--- src/rtl/nn_pkg.sv ---
// nn_pkg: shared widths, scheduler state type and index-width helper for NN layer blocks
package nn_pkg;
  localparam int ACT_W = 8;
  typedef enum logic [1:0] {S_IDLE, S_ISSUE, S_DRAIN, S_DONE} state_t;
  function automatic int idx_w(input int n);
    return n > 1 ? $clog2(n) : 1;
  endfunction
endpackage

--- src/rtl/issue_tag_pipe.sv ---
// issue_tag_pipe: DEPTH-stage shift of {valid, node index} tracking issues through the datapath
module issue_tag_pipe #(
  parameter int DEPTH = 3,
  parameter int IW = 2
) (
  input  logic          clk,
  input  logic          reset,
  input  logic          in_valid,
  input  logic [IW-1:0] in_idx,
  output logic          out_valid,
  output logic [IW-1:0] out_idx
);
  logic [DEPTH-1:0]         v;
  logic [DEPTH-1:0][IW-1:0] idx;
  always_ff @(posedge clk) begin
    if (reset) begin
      v   <= '0;
      idx <= '0;
    end else begin
      v[0]   <= in_valid;
      idx[0] <= in_idx;
      for (int i = 1; i < DEPTH; i++) begin
        v[i]   <= v[i-1];
        idx[i] <= idx[i-1];
      end
    end
  end
  assign out_valid = v[DEPTH-1];
  assign out_idx   = idx[DEPTH-1];
endmodule

--- src/rtl/fc_layer_sched.sv ---
// fc_layer_sched: time-multiplexes all nodes of an FC layer onto one pipelined neuron datapath
module fc_layer_sched import nn_pkg::*; #(
  parameter int NUM_IN    = 10,
  parameter int NUM_NODES = 4,
  parameter int PIPE_LAT  = 3,
  parameter int ACT_W     = nn_pkg::ACT_W
) (
  input  logic                           clk,
  input  logic                           reset,
  input  logic [ACT_W*NUM_IN-1:0]        in_data,
  input  logic                           in_valid,
  output logic                           in_ready,
  output logic [ACT_W*NUM_IN-1:0]        node_act,
  output logic [idx_w(NUM_NODES)-1:0]    node_sel,
  output logic                           node_issue,
  input  logic [ACT_W-1:0]               node_result,
  output logic [ACT_W*NUM_NODES-1:0]     out_data,
  output logic                           out_valid,
  input  logic                           out_ready,
  output logic                           busy
);
  localparam int SW = idx_w(NUM_NODES);
  localparam logic [SW-1:0] LAST = SW'(NUM_NODES - 1);
  state_t state, state_nx;
  logic          tag_v;
  logic [SW-1:0] tag_idx;
  always_ff @(posedge clk) state <= reset ? S_IDLE : state_nx;
  always_comb begin
    state_nx   = state;
    in_ready   = state == S_IDLE && !reset;
    node_issue = state == S_ISSUE;
    out_valid  = state == S_DONE;
    busy       = state != S_IDLE;
    case (state)
      S_IDLE:  state_nx = in_valid ? S_ISSUE : S_IDLE;
      S_ISSUE: state_nx = node_sel == LAST ? S_DRAIN : S_ISSUE;
      S_DRAIN: state_nx = tag_v && tag_idx == LAST ? S_DONE : S_DRAIN;
      S_DONE:  state_nx = out_ready ? S_IDLE : S_DONE;
      default: state_nx = S_IDLE;
    endcase
  end
  // node_sel doubles as the issue counter and holds at the last index through DRAIN
  always_ff @(posedge clk) begin
    if (reset) begin
      node_act <= '0;
      node_sel <= '0;
      out_data <= '0;
    end else begin
      if (state == S_IDLE && in_valid) begin
        node_act <= in_data;
        node_sel <= '0;
      end else if (state == S_ISSUE && node_sel != LAST) begin
        node_sel <= node_sel + 1'b1;
      end
      if (tag_v) out_data[ACT_W*tag_idx +: ACT_W] <= node_result;
    end
  end
  issue_tag_pipe #(.DEPTH(PIPE_LAT), .IW(SW)) u_tags (
    .clk       (clk),
    .reset     (reset),
    .in_valid  (node_issue),
    .in_idx    (node_sel),
    .out_valid (tag_v),
    .out_idx   (tag_idx)
  );
endmodule

--- config.mk ---
export PLATFORM = sky130hd
export DESIGN_NAME = fc_layer_sched
export DESIGN_NICKNAME = d
export VERILOG_FILES = /design/src/rtl/nn_pkg.sv /design/src/rtl/issue_tag_pipe.sv /design/src/rtl/fc_layer_sched.sv
export SDC_FILE = /design/constraint.sdc
export NUM_CORES = 1
export LEC_CHECK = 0
export ABC_AREA = 1
export CAP_MARGIN = 20
export CORE_AREA = 2 2 113 125
export DETAILED_ROUTE_END_ITERATION = 7
export DIE_AREA = 0 0 115 127
export PLACE_DENSITY = 0.74
export SYNTH_ARGS = -nofsm -noshare
export SYNTH_HDL_FRONTEND = slang
export SYNTH_SLANG_ARGS = --single-unit
--- constraint.sdc ---
create_clock -name clk -period 1.4 [get_ports clk]
set_input_delay 0.28 -clock clk [delete_from_list [all_inputs] [get_ports clk]]
set_output_delay 0.28 -clock clk [all_outputs]
set_load 0.02 [all_outputs]
Word-level counts from Yosys, hierarchy flattened
Cells that the tools add are included.
Widths: inputs -> output; s select.

storage, ports and cells
  register bits = 125
  bits of input ports = 92
  output and inout bits = 118
  logic and storage cells = 32

operators by class
  $add $sub $neg = 2
  equal/unequal tests = 6
  shift operators = 2
  muxes and demuxes = 6
  reductions and logical operators = 8

operators with widths
  cell                     count
  $neg 5->34               1
  $shift 8x34->32 const A  1
  $shiftx 8x34->32         1
  $bwmux 32                1
  $eq 2x2->1 const B       4
  $pmux 2 s4               1
  $logic_and 1x1->1        4
  $mux 2                   2
  $add 2x1->2 const B      1
  $eq 2x1->1 const B       1
  $logic_not 2->1          1
  $mux 1                   2
  $ne 2x2->1 const B       1
  $reduce_bool 2->1        1
  $reduce_or 2->1          1
  $logic_not 1->1          1

Depth between registers and ports, before layout
  depth in word-level cells = 4
  mapped depth = 8
  depth with buffers taken out = 7

Modules after synthesis
From an unflattened synthesis, not the netlist that was laid out.

second synthesis, totals
  cells, all modules = 621
  area, all modules = 4703.3 um^2

by module, submodules not included
  module          times used  cells an instance  area an instance (um^2)  sequential area each (um^2)
  fc_layer_sched  1           591                4429.2                   2322.2
  issue_tag_pipe  1           30                 274.0                    180.2

Worst setup path after synthesis
OpenSTA, ideal clock, no wires.

  kind = reg2reg
  from = register u_tags.idx, in the netlist u_tags.out_idx[0]
  to = register out_data[30]
  library setup time = 71 ps
  data arrival time = 1429 ps
  data required time = 1329 ps
  path slack = -100 ps
  cell stages (with the launch flop) = 9
  buffers on the path = 1
  period minus slack after synthesis = 1500 ps
  path through = dfxtp_1 inv_2 ha_1 buf_2 inv_1 nand2_1 nor2_1 nand2_1 a21oi_1

between the ends
  word-level cells in the longest chain between the ends = 3
  elaborated cells on any way between the ends = 4
  classes of those cells = add/sub (1); shift (2); mux (1)

ends and longest elaborated chain
  item                                                        line                  source
  start: declaration                                          issue_tag_pipe.sv:14  logic [DEPTH-1:0][IW-1:0] idx;
  start signal: indexed assignment                            issue_tag_pipe.sv:24  idx[i] <= idx[i-1];
  $neg 5->34 *                                                fc_layer_sched.sv:55  if (tag_v) out_data[ACT_W*tag_idx +: ACT_W] <= node_result;
  $shiftx 8x34->32 / $shift 8x34->32 (equally long branches)  fc_layer_sched.sv:55
  $bwmux 32 *                                                 fc_layer_sched.sv:55
  end signal: indexed assignment                              fc_layer_sched.sv:55
  end: declaration                                            fc_layer_sched.sv:17  output logic [ACT_W*NUM_NODES-1:0] out_data,

Every way passes the cells marked *; elsewhere a longest branch is shown, timed or not.
A chain may end at the register's enable or synchronous reset.

Worst setup path after layout
  from = register state[1]
  to = output port in_ready

between the ends
  word-level cells in the longest chain between the ends = 2

ends and longest elaborated chain
  item                      line                  source
  start: declaration        fc_layer_sched.sv:24  state_t state, state_nx;
  start signal: assignment  fc_layer_sched.sv:27  always_ff @(posedge clk) state <= reset ? S_IDLE : state_nx;
  $logic_not 2->1           fc_layer_sched.sv:30  in_ready = state == S_IDLE && !reset;
  $logic_and 1x1->1         fc_layer_sched.sv:30
  end: declaration          fc_layer_sched.sv:12  output logic in_ready,

Every way passes these cells.

==> results.txt <==
DRC = 0
Design Power = 0.00966 W
Crit-path cells = nor2_4 -> inv_2 -> nor2_1 -> buf_4
Non-Filler Instances = 1024
Leak = 3.67 nW
I/O pin total = 210
Switch share = 0.248
CP max FO = 4
Routed vias/inst = 4.38
Die span in x = 115 µm
Hold WC Path Type = reg -> reg
Final WL = 12800 µm
Setup violations, final = 1
Net switching power = 0.00240 W
Wirelength per Cell = 12.5 µm
Area of the multi-input gates = 0.00209 mm²
Maximum clock frequency = 0.713 GHz
Seq pwr share = 0.404
Number of I/O port buffers = 209
Row cnt = 44
Worst path slowest cell = dfxtp_4
Area of placed instances = 0.00729 mm²
CTS Buf Count = 17
Synth async-reset ratio = 0
Synthesized instance count = 614
Final Cycle Share = 1.00
Placed cell count = 991
Ranking of synthesized cells by area = dfxtp_1, nand2_1, nand2_2
Detailed-route via count = 4484
Clock sinks = 125
Ys flop type = dfxtp_1
Initial antenna violation count = 0
DIE HEIGHT = 127 µm
Critical Path Source Type = flop
Total grt overflow = 0
Mean Syn Cell Area = 8.09 µm²
Iter 0 DRT Violations = 211
Hold_buf cts = 0
Post-route setup slack = -0.00351 ns
Final cell area excluding filler cells = 0.00779 mm²
Synth top area share = 0.504
Post-layout util = 0.589
Place WS = -0.283 ns
VDD IR-drop max = 0.659 mV
Root Driver = clkbuf_16
Final slew viol count = 0
First-pass GRT wire length = 20700 µm
Total Routing Usage GR = 0.181
Worst Setup Path Type = reg -> out
Syn nets = 713
CP delay by family, top = flip-flops
Combinational share of power = 0.150
Initial Util = 0.376
Core Area = 0.0132 mm²
Buf+Inv Stages, Crit Path = 2
Status = finished, violations left
Syn Std Cell Area = 0.00497 mm²
Filler cells = 1227
Final hold vios = 0
Area grow syn2layout = 56.8%
FF+latch area = 0.00251 mm²
Vias in the first global route = 4350
Die ar. = 0.0146 mm²
Clock Path Buffers = 2
Nets@finish = 949
HPWL Detailed = 9330 µm
CTS clk-pin slew, worst paths = 0.05 ns
CP endpoint kind = output port
Minimum clock period = 1.40 ns
Cell Int Power = 0.00726 W
Worst-Skew Late Latency = 0.41 ns
Number of distinct library cells after synthesis = 20
Layout cells sized above 1 = 0.271
Max stage delay on crit path = 0.35 ns
RSZ-0062 raised after global routing = yes
# H-tree levels = 4
N_diodes = 0
Violated checks = setup timing
Power Density = 1240 mW/mm²
GP Congestion = 0.804
Relative slew slack = 0.823
Post-synth EDFFs = 0
Yosys warning count = 0
TritonCTS clock tree = built
First-pass DRT Iterations = 4
Worst EP required = 1.12 ns
Largest net degree at the start of global routing = 42
ANT nets after route = 0
Top-count cell post-synth = nand2_1
Top cells by count, synth = nand2_1, dfxtp_1, nand2_2, nor2_1, inv_1
Slew @ Worst Pin = 0.266 ns
Crit path arrival time = 1.12 ns
Clock power share = 0.445
Yosys top cell by area = dfxtp_1
#FFs+latches synth = 125
Register area share after synthesis = 0.504
Maxcap violations = 0
Clk_skew = 0.00434 ns
==> registers in the layout, indices dropped and copies added, names as in the netlist <==
signal,flops
node_act,80
node_sel,2
out_data,32
state,2
u_tags.idx,4
u_tags.out_idx,2
u_tags.v,3
==> final timing paths <==
path,start,to,slack [ns],depth (start not counted)
setup / recovery,state[1],in_ready,-0.004,4
hold / removal,u_tags.v[1],u_tags.v[2],0.40,2
setup reg to reg,state[1],node_act[0],0.07,7
hold reg to reg,u_tags.v[1],u_tags.v[2],0.40,2
==> power groups by stage <==
stage	Sequential, W	Combinational [W]	Clock [W]
after floorplan	0.00421	0.000549	0
after global placement	0.00397	0.00157	0
after detailed placement	0.00398	0.00157	0
after CTS	0.00390	0.00147	0.00441
after global routing	0.00393	0.00158	0.00456
final	0.00391	0.00145	0.00430
==> metal layers <==
metal | part of all wire | vias to the layer above | GRT usage | routed length (µm)
met5 | 0 | - | 0 | 0
met4 | 0.022 | 0 | 0.0808 | 287
met3 | 0.10 | 21 | 0.0859 | 1310
met2 | 0.49 | 172 | 0.305 | 6240
met1 | 0.39 | 1966 | 0.191 | 4970
li1 | - | 2325 | - | -
==> logic make-up after synthesis <==
| family | after synthesis | share of synthesized area |
|---|---|---|
| DFF | 125 | 0.504 |
| AOI/OAI and AO/OA | 28 | 0.0287 |
| adders and majority gates | 7 | 0.0176 |
| and+or+nand+nor | 391 | 0.364 |
| buffers and inverters | 63 | 0.0854 |
==> cell usage in the layout, fill, tap and decap left out <==
master / synthesis / final
ha_4: 0 / 1
clkbuf_16: 0 / 18
dfxtp_1: 125 / 122
clkdlybuf4s15_1: 0 / 46
nand2_1: 208 / 205
dfxtp_4: 0 / 2
nand3_1: 13 / 12
inv_1: 36 / 32
buf_8: 3 / 1
a21oi_1: 27 / 24
inv_2: 2 / 6
clkbuf_1: 4 / 5
inv_8: 1 / 1
clkinv_2: 0 / 3
nand3_2: 0 / 1
ha_1: 7 / 6
clkdlybuf4s50_1: 0 / 91
a21oi_2: 0 / 3
dfxtp_2: 0 / 1
nand2_4: 2 / 2
clkbuf_8: 0 / 4
clkdlybuf4s15_2: 0 / 8
nor2_4: 1 / 4
nor2_1: 51 / 51
clkbuf_2: 0 / 25
nor2_8: 1 / 1
o21a_1: 1 / 1
clkinvlp_4: 0 / 1
nand2_2: 112 / 115
buf_4: 0 / 26
buf_12: 5 / 5
bufinv_16: 0 / 2
dlygate4sd2_1: 0 / 34
buf_6: 8 / 1
buf_2: 4 / 3
==> tightest hold or removal path: cells and delay by family (launching register included) <==
family                 cells  cell delay, ns
buffers and inverters      1            0.04
DFF                        1            0.29
and+or+nand+nor            1            0.03
==> timing repair <==
item                                    in CTS  in global routing
setup buffers                                0                  0
cloned                                       0                  1
resized for setup                          189                 80
endpoints found under the setup margin     122                105
pin swaps                                    0                  2
==> cell type report <==
| type | count | share of cell area |
|---|---|---|
| Tap cell | 161 | 0.0259 |
| Clock buffer | 26 | 0.0641 |
| Multi-Input combinational cell | 426 | 0.269 |
| Timing Repair Buffer | 241 | 0.288 |
| Inverter | 39 | 0.0198 |
| Clock inverter | 6 | 0.0106 |
| Sequential cell | 125 | 0.323 |
==> through the flow <==
step | hold WS (ns) | setup TNS, ns
global placement | 0.382 | -16.39
finish | 0.401 | -0.00351
detailed placement | 0.395 | -17.12
floorplan | 0.381 | 0
CTS | 0.389 | -0.0535
global route | 0.418 | -0.115
No activity file was read; power rests on OpenSTA's default activity.
